[config.mk]
export PLATFORM = sky130hd
export DESIGN_NAME = sync_fifo_ctrl
export DESIGN_NICKNAME = d
export VERILOG_FILES = /design/src/rtl/fifo_pkg.sv /design/src/rtl/fifo_mem.sv /design/src/rtl/sync_fifo_ctrl.sv
export SDC_FILE = /design/constraint.sdc
export NUM_CORES = 1
export LEC_CHECK = 0
export CELL_PAD_IN_SITES_DETAIL_PLACEMENT = 1
export CELL_PAD_IN_SITES_GLOBAL_PLACEMENT = 1
export CORE_MARGIN = 3
export CORE_UTILIZATION = 46
export CTS_BUF_LIST = sky130_fd_sc_hd__clkbuf_8
export CTS_CLUSTER_SIZE = 20
export DETAILED_ROUTE_END_ITERATION = 7
export PLACE_DENSITY_LB_ADDON = 0.1
export SKIP_LAST_GASP = 1
export SYNTH_ARGS = -nofsm -noshare
export SYNTH_HDL_FRONTEND = slang
export SYNTH_SLANG_ARGS = --single-unit
[constraint.sdc]
create_clock -name clk -period 3.5 [get_ports clk]
set_clock_uncertainty 0.2 [all_clocks]
set_input_delay 0.7 -clock clk [delete_from_list [all_inputs] [get_ports clk]]
set_output_delay 0.7 -clock clk [all_outputs]
set_load 0.02 [all_outputs]
[src/rtl/fifo_pkg.sv]
// Shared helpers for the synchronous FIFO: log2 sizing function and the
// pointer/count width derivation for the default geometry.
package fifo_pkg;

  function automatic int clog2(input int value);
    int r;
    r = 0;
    for (int i = 0; i < 32; i++) begin
      if ((1 << r) < value) r = r + 1;
    end
    return r;
  endfunction

  // Pointers carry one extra wrap bit above the address bits.
  function automatic int ptr_width(input int depth);
    return clog2(depth) + 1;
  endfunction

  localparam int DEPTH_DEF  = 8;
  localparam int ADDR_W_DEF = clog2(DEPTH_DEF);
  localparam int PTR_W_DEF  = ptr_width(DEPTH_DEF);
  localparam int CNT_W_DEF  = ADDR_W_DEF + 1;

endpackage

[src/rtl/fifo_mem.sv]
// DEPTH x DATA_W storage with a synchronous write port and a registered
// read port; the array itself is never reset, only the read register is.
module fifo_mem
  import fifo_pkg::*;
#(
  parameter int DATA_W = 8,
  parameter int DEPTH  = 8,
  parameter int ADDR_W = clog2(DEPTH)
) (
  input  logic              clk,
  input  logic              rst,
  input  logic              we,
  input  logic [ADDR_W-1:0] waddr,
  input  logic [DATA_W-1:0] wdata,
  input  logic              re,
  input  logic [ADDR_W-1:0] raddr,
  output logic [DATA_W-1:0] rdata
);

  logic [DATA_W-1:0] mem [DEPTH];

  always_ff @(posedge clk) begin
    if (we) mem[waddr] <= wdata;
  end

  // Read register holds its value when no read is issued.
  always_ff @(posedge clk or posedge rst) begin
    if (rst) begin
      rdata <= '0;
    end else if (re) begin
      rdata <= mem[raddr];
    end
  end

endmodule

[src/rtl/sync_fifo_ctrl.sv]
// Single-clock FIFO controller: pointers, occupancy, level flags and sticky
// error flags around a fifo_mem array, with flush taking priority over traffic.
module sync_fifo_ctrl
  import fifo_pkg::*;
#(
  parameter int DATA_W     = 8,
  parameter int DEPTH      = 8,
  parameter int AFULL_LVL  = 6,
  parameter int AEMPTY_LVL = 2
) (
  input  logic                   clk,
  input  logic                   rst,
  input  logic                   flush,
  input  logic                   wr_en,
  input  logic [DATA_W-1:0]      wr_data,
  input  logic                   rd_en,
  output logic [DATA_W-1:0]      rd_data,
  output logic                   full,
  output logic                   empty,
  output logic                   almost_full,
  output logic                   almost_empty,
  output logic [clog2(DEPTH):0]  count,
  output logic                   overflow,
  output logic                   underflow
);

  localparam int ADDR_W = clog2(DEPTH);
  localparam int PTR_W  = ptr_width(DEPTH);
  localparam int CNT_W  = ADDR_W + 1;

  localparam logic [CNT_W-1:0] AFULL_C  = CNT_W'(AFULL_LVL);
  localparam logic [CNT_W-1:0] AEMPTY_C = CNT_W'(AEMPTY_LVL);
  localparam logic [PTR_W-1:0] PTR_ONE  = PTR_W'(1);
  localparam logic [CNT_W-1:0] CNT_ONE  = CNT_W'(1);

  logic [PTR_W-1:0] wr_ptr;
  logic [PTR_W-1:0] rd_ptr;
  logic             wr_accept;
  logic             rd_accept;

  // Handshake: a request (wr_en / rd_en) is a one-cycle enable with no
  // back-pressure wait; it is either accepted on that edge or dropped and
  // recorded in the sticky flag. Reads never bypass an empty FIFO, while a
  // write into a full FIFO is accepted when a read frees a slot on the same edge.
  assign rd_accept = rd_en && !empty && !flush;
  assign wr_accept = wr_en && !flush && (!full || rd_accept);

  assign empty = (wr_ptr == rd_ptr);
  assign full  = (wr_ptr[ADDR_W] != rd_ptr[ADDR_W]) &&
                 (wr_ptr[ADDR_W-1:0] == rd_ptr[ADDR_W-1:0]);
  assign almost_full  = (count >= AFULL_C);
  assign almost_empty = (count <= AEMPTY_C);

  always_ff @(posedge clk or posedge rst) begin
    if (rst) begin
      wr_ptr    <= '0;
      rd_ptr    <= '0;
      count     <= '0;
      overflow  <= 1'b0;
      underflow <= 1'b0;
    end else if (flush) begin
      wr_ptr    <= '0;
      rd_ptr    <= '0;
      count     <= '0;
      overflow  <= 1'b0;
      underflow <= 1'b0;
    end else begin
      if (wr_accept) wr_ptr <= wr_ptr + PTR_ONE;
      if (rd_accept) rd_ptr <= rd_ptr + PTR_ONE;
      if (wr_accept && !rd_accept) begin
        count <= count + CNT_ONE;
      end else if (rd_accept && !wr_accept) begin
        count <= count - CNT_ONE;
      end
      if (wr_en && !wr_accept) overflow  <= 1'b1;
      if (rd_en && !rd_accept) underflow <= 1'b1;
    end
  end

  fifo_mem #(
    .DATA_W (DATA_W),
    .DEPTH  (DEPTH),
    .ADDR_W (ADDR_W)
  ) u_mem (
    .clk   (clk),
    .rst   (rst),
    .we    (wr_accept),
    .waddr (wr_ptr[ADDR_W-1:0]),
    .wdata (wr_data),
    .re    (rd_accept),
    .raddr (rd_ptr[ADDR_W-1:0]),
    .rdata (rd_data)
  );

endmodule

==> metrics.md, run 1 <==
| Metric | Value |
|---|---|
| Final #Nets | `297` |
| Power per cell area | `610 nW/um2` |
| Final ANT Viol Nets | `0` |
| Post-CTS setup repair buffer count | `0` |
| Share of layout cells above drive strength 1 | `0.180` |
| Worst-Margin Slew | `roughly 900 ps` |
| Drt drc | `0` |
| Core Region | `about 8000 um2` |
| Worst path cell trace | `xor2_4 > or4_4 > inv_1 > clkdlybuf4s50_1` |
| Vias/cell | `5.55` |
| RSZ-0062 raised after global routing | `false` |
| CP Launch Type | `flip-flop` |
| CTS resizes | `0` |
| Clk sink count | `86` |
| TritonRoute pass-1 iters | `4` |
| Post-synthesis cell type count | `39` |
| I/O pin count | `31` |
| Syn Area/Cell | `15.7 um2` |
| Die ar. | `9230 um2` |
| Global-route usage over all layers | `0.183` |
| Die Span Y | `slightly below 100 um` |
| Worst path required time | `approximately 2600 ps` |
| Reg2Reg Setup Slack | `400 ps` |
| DR WL/cell | `between 15 and 20 um` |
| P&R area growth vs syn | `17.4%` |
| Final hold vios | `0` |
| Clk buf depth | `2` |
| Final core occ | `0.561` |
| Post-synthesis register bit count | `86` |
| Total wire length | `approximately 7.6 mm` |
| Crit path max-delay cell type | `or4_4` |
| Clock transition at the registers of the reported paths | `approximately 90 ps` |
| Htree depth | `3` |
| Lkg Pwr | `1.58 nW` |
| Initial antenna violation count | `0` |
| Minimum clock period | `around 3400 ps` |
| Finish-stage setup viols | `0` |
| Ant diodes | `0` |
| Cts hold-fix bufs | `0` |
| Syn Nets | `256` |
| Chip width | `just under 100 um` |
| Final worst-path cycle share | `0.958` |
| Row count | `32` |
| Post-synthesis sequential area ratio | `0.662` |
| Fmax | `a little under 0.3 GHz` |
| Maximum VDD drop | `~340 uV` |
| Crit path max fanout | `9` |
| Clock Tree Root | `clkbuf_8` |
| Starting Density | `0.478` |
| Largest net degree at the start of global routing | `23` |
| Fill cells | `approximately 770` |
| Final HPWL DP | `~5.1 mm` |
| Max incr delay on CP | `~620 ps` |
| Worst setup EP type | `primary output` |
| Slew HR | `0.402` |
| Post-synthesis cell count | `between 200 and 250` |
| Total Neg Setup Slack | `0 ps` |
| Number of global-route vias before repair | `~2300` |
| Status | `finished clean` |
| Initial DRC Count | `121` |
| CTS Buf Count | `9` |
| Gr ovfl total | `0` |
| Max-Cap Viols | `0` |
| Slew Limit Fails | `0` |
| Yosys warning count | `0` |
| Clock Latency Late Sink | `350 ps` |
| Min-Delay Path Class | `reg2reg` |
| Critical Path AT | `~2500 ps` |
| GPL Wtd Cong | `0.724` |
| Vias | `2141` |
| IO Port Bufs | `30` |
| Crit Path Class | `reg2out` |
| First-pass GRT wire length | `~12 mm` |
| CTS tree | `built` |
| Cell Area, Synth | `3730 um2` |
metal layers:
layer	global-route usage	part of all wire	wire [um]	vias to the layer above
met5	0	0	0	-
met4	0.0415	0.0080	61	0
met3	0.0446	0.044	337	7
met2	0.286	0.48	3670	45
met1	0.261	0.47	3570	1100
li1	-	-	-	989
kinds of logic after synthesis:
logic type / share of synthesized area
xor+xnor: 0.0332
simple gates: 0.0614
buf+inv: 0.0312
flops: 0.662
compound gates: 0.0667
mux: 0.126
fa+ha+maj: 0.0188
report_power, final:
part | switching [mW] | internal, mW
logic | 0.382 | 0.345
clock network | 0.370 | 0.339
registers | 0.0593 | 1.18
total | 0.811 | 1.86
final timing paths:
check | from | to | depth (start not counted)
min reg2reg | u_mem.rdata[7] | u_mem.rdata[7] | 2
max in group asynchronous | rst | overflow | 2
max | wr_ptr[1] | empty | 4
min in group asynchronous | rst | u_mem.rdata[5] | 2
min | u_mem.rdata[7] | u_mem.rdata[7] | 2
max reg2reg | wr_ptr[1] | count[3] | 8
worst max-delay path, delay by kind of cell, from the launching register on:
kind	cells	cell delay, ps
xor gates and xnor gates	1	250
buffers and inverters	2	720
DFF	1	520
and+or+nand+nor	1	620
registers in the layout (all words and copies together), names as in the netlist:
name	count
count	4
overflow	1
rd_ptr	4
u_mem.mem	64
u_mem.rdata	8
underflow	1
wr_ptr	4
cells in the mapped netlist, drive strengths merged:
cell     instances  area, um2
inv              8       30.0
nand3            6       30.0
a21boi           1       7.51
buf              8       63.8
a221oi           2       17.5
nor3b            1       7.51
nand2           12       45.0
xnor2            2       17.5
and3             1       6.26
clkbuf           6       22.5
nor2            18       70.1
mux2i           10        100
a21o             3       22.5
nor2b            1       6.26
o2111ai          1       8.76
mux2             1       11.3
o31ai            1       7.51
nor3             4       20.0
o41ai            1       16.3
or4              1       11.3
or2b             1       7.51
o211ai           2       15.0
o21ai           15       75.1
edfxtp          64       1920
fa               1       20.0
ha               4       50.1
or3              3       18.8
xor2            10        106
a211oi           5       37.5
dfrtp           22        551
mux4            16        360
nand2b           1       6.26
a21oi            6       41.3
final cells by class:
class | count | area, um2 | share of cell area
Multi-Input combinational cell | 130 | 1140 | 0.261
Timing Repair Buffer | 44 | 405 | 0.0925
Tap cell | 102 | 128 | 0.0291
Sequential cell | 86 | 2470 | 0.564
Inverter | 8 | 30.0 | 0.00685
Clock buffer | 9 | 124 | 0.0283
Clock inverter | 7 | 78.8 | 0.0180
cell usage in the layout, fill, tap and decap left out, drive strengths merged:
cell type | Yosys | routed
o21ai | 15 | 15
nand3 | 6 | 6
or3 | 3 | 3
nor3b | 1 | 1
dfrtp | 22 | 22
mux4 | 16 | 16
a21boi | 1 | 1
clkinv | 0 | 3
xor2 | 10 | 10
xnor2 | 2 | 2
o211ai | 2 | 2
nor2b | 1 | 1
or4 | 1 | 1
mux2i | 10 | 10
fa | 1 | 1
o31ai | 1 | 1
a21oi | 6 | 6
a211oi | 5 | 5
clkdlybuf4s50 | 0 | 30
nand2b | 1 | 1
nor3 | 4 | 4
or2b | 1 | 1
nor2 | 18 | 18
ha | 4 | 4
bufinv | 0 | 1
inv | 8 | 11
o2111ai | 1 | 1
a221oi | 2 | 2
a21o | 3 | 3
edfxtp | 64 | 64
nand2 | 12 | 12
mux2 | 1 | 1
and3 | 1 | 1
clkbuf | 6 | 9
o41ai | 1 | 1
buf | 8 | 14
per-stage QoR:
stage               total power [mW]  hold WS (ps)  instances  setup slack, ps  area [um2]
global placement                1.98           260        370              438        4180
floorplan                       1.74           361        238              521        3730
global route                    2.83           329        386             36.9        4380
CTS                             2.71           290        386              101        4380
finish                          2.67           281        386              148        4380
detailed placement              2.00           270        370              397        4180
Note: power is estimated with default switching activity, not from simulation.
==> inputs of run 2 (changes only) <==
- SLEW_MARGIN: default -> 20
==> results of run 2 <==
The final DEF is identical to that of run 1; final timing and power are the same.
==> inputs of run 3 (changes only) <==
- PLACE_DENSITY_LB_ADDON: 0.1 -> 0.12
==> run 3 against run 2 <==
  * Routed wire length increased by 3.9%
  * Sequential power about the same
  * Non-clock buffer count increased by 2
  * Sequential cell count unchanged
  * First-iteration DRC count decreased by 25%
  * Setup slack improved by 4.9 ps
  * Via count increased by 0.47%
  * Critical endpoint unchanged
  * Fmax increased by 0.15%
  * Die area unchanged
==> metrics.md, run 3 (synthesis gave the netlist of run 1 again) <==
| Metric | Value |
|---|---|
| Slew Limit Fails | `0` |
| GPL Wtd Cong | `0.800` |
| Global Route met1 Usage | `0.252` |
| Share of layout cells above drive strength 1 | `0.182` |
| Finish-stage setup viols | `0` |
| Met2 Use GR | `0.313` |
| Global-route usage over all layers | `0.189` |
| Final core occ | `0.565` |
| Clk buf depth | `2` |
| Drt drc | `0` |
| Die Span Y | `96.1 um` |
| Lkg Pwr | `1.60 nW` |
| Number of global-route vias before repair | `roughly 2300` |
| Max incr delay on CP | `620 ps` |
| Overall power | `between 2 and 3 mW` |
| CP bufs+invs | `2` |
| Vias/cell | `around 5.5` |
| Worst setup EP type | `primary output` |
| Most common cell after layout, fill and taps aside | `edfxtp_1` |
| Commonest cells after routing, fill and taps aside | `64 x edfxtp_1, 30 x clkdlybuf4s50_1, 22 x dfrtp_1` |
| Final HPWL DP | `between 5 and 6 mm` |
| Die ar. | `~9200 um2` |
| Maximum VDD drop | `a little over 300 uV` |
| Clock Latency Late Sink | `~360 ps` |
| Total Neg Setup Slack | `0 ps` |
| First-pass GRT wire length | `12.5 mm` |
| Crit-path leading delay family | `buffers and inverters` |
| Clock Tree Root | `clkbuf_8` |
| Max reg flops | `64` |
| Total wire length | `slightly below 8 mm` |
| Area after DPL | `between 4000 and 5000 um2` |
| Cts hold-fix bufs | `0` |
| Post-CTS setup repair buffer count | `0` |
| Min-Delay Path Class | `reg2reg` |
| CP Launch Type | `flip-flop` |
| I/O pin count | `31` |
| Max-Cap Viols | `0` |
| Reg2Reg Setup Slack | `roughly 350 ps` |
| Starting Density | `0.478` |
| Clk sink count | `86` |
| TritonRoute pass-1 iters | `4` |
| Worst path cell trace | `xor2_4 > or4_4 > inv_1 > clkdlybuf4s50_1` |
| RSZ-0062 raised after global routing | `false` |
| Power per cell area | `roughly 620 nW/um2` |
| Post-Layout Inst Area | `approximately 4400 um2` |
| Chip width | `96.1 um` |
| Most flops, register | `u_mem.mem` |
| Worst path required time | `roughly 2600 ps` |
| CTS Buf Count | `9` |
| Crit path max fanout | `9` |
| Row count | `32` |
| Initial DRC Count | `between 90 and 100` |
| Largest net degree at the start of global routing | `23` |
| Top flop regs | `u_mem.mem (64), u_mem.rdata (8)` |
| Final worst-path cycle share | `0.956` |
| Fmax | `0.299 GHz` |
| M3 GR Usage | `0.0297` |
| IO Port Bufs | `30` |
| Htree depth | `3` |
| Vias | `around 2200` |
| GRT busiest layer | `met2` |
| Final hold vios | `0` |
| Worst-Margin Slew | `around 940 ps` |
| Critical Path AT | `between 2000 and 2500 ps` |
| Gr ovfl total | `0` |
| Final ANT Viol Nets | `0` |
| Ant diodes | `0` |
| P&R area growth vs syn | `18.3%` |
| Crit Path Class | `reg2out` |
| Minimum clock period | `3350 ps` |
| Initial antenna violation count | `0` |
| Crit path max-delay cell type | `or4_4` |
| Final #Nets | `around 300` |
| Slew HR | `0.375` |
| CTS resizes | `0` |
| CTS tree | `built` |
| Clock transition at the registers of the reported paths | `approximately 80 ps` |
| Core Region | `approximately 8000 um2` |
| Status | `finished clean` |
| DR WL/cell | `20.4 um` |
[run 3: cell count changes in the layout (fill, tap and decap cells not counted), sizes merged]
cell / before / now
clkinvlp: 0 / 2
buf: 14 / 16
bufinv: 1 / 2
clkinv: 3 / 0
[run 3: path summary, 6_finish.rpt]
path                                        to            from  cells after the start
worst max-delay path                     empty       wr_ptr[1]                      4
worst min-delay path            u_mem.rdata[7]  u_mem.rdata[7]                      2
worst max register to register        count[3]       wr_ptr[1]                      8
worst min register to register  u_mem.rdata[7]  u_mem.rdata[7]                      2
max in group asynchronous            wr_ptr[0]             rst                      2
min in group asynchronous       u_mem.rdata[1]             rst                      2
[run 3: area by class of cell]
type,instances,area (um2)
Fill cell,748,3390
Sequential cell,86,2470
Multi-Input combinational cell,130,1140
Timing Repair Buffer,46,420
Tap cell,102,128
Clock buffer,9,124
Clock inverter,7,96.3
Inverter,8,30.0
[run 3: per-layer routing]
| metal | up-vias | wire, um |
|---|---|---|
| met5 | - | 0 |
| met1 | 1100 | 3540 |
| met3 | 10 | 299 |
| met4 | 0 | 97 |
| met2 | 53 | 4000 |
| li1 | 988 | - |
[run 3: per-stage QoR]
stage / std cells / hold slack (ps) / worst slack [ps]
after detailed placement: 372 / 278 / 383
final: 388 / 287 / 152
after global placement: 372 / 260 / 439
after CTS: 388 / 297 / 134
after floorplan: 238 / 361 / 521
after global routing: 388 / 328 / 51.8
[run 3: worst register-to-register path, stage by stage (launching register included)]
cell	delay, ps
dfrtp_1	520
xor2_4	250
or4_4	620
a21o_1	220
ha_1	270
a21o_1	180
a21oi_1	200
mux2i_1	240
mux2_1	330
[run 3: power breakdown]
part / switching (mW) / total (mW) / internal (mW)
logic: 0.383 / 0.728 / 0.345
registers: 0.0652 / 1.24 / 1.18
clock network: 0.358 / 0.763 / 0.404
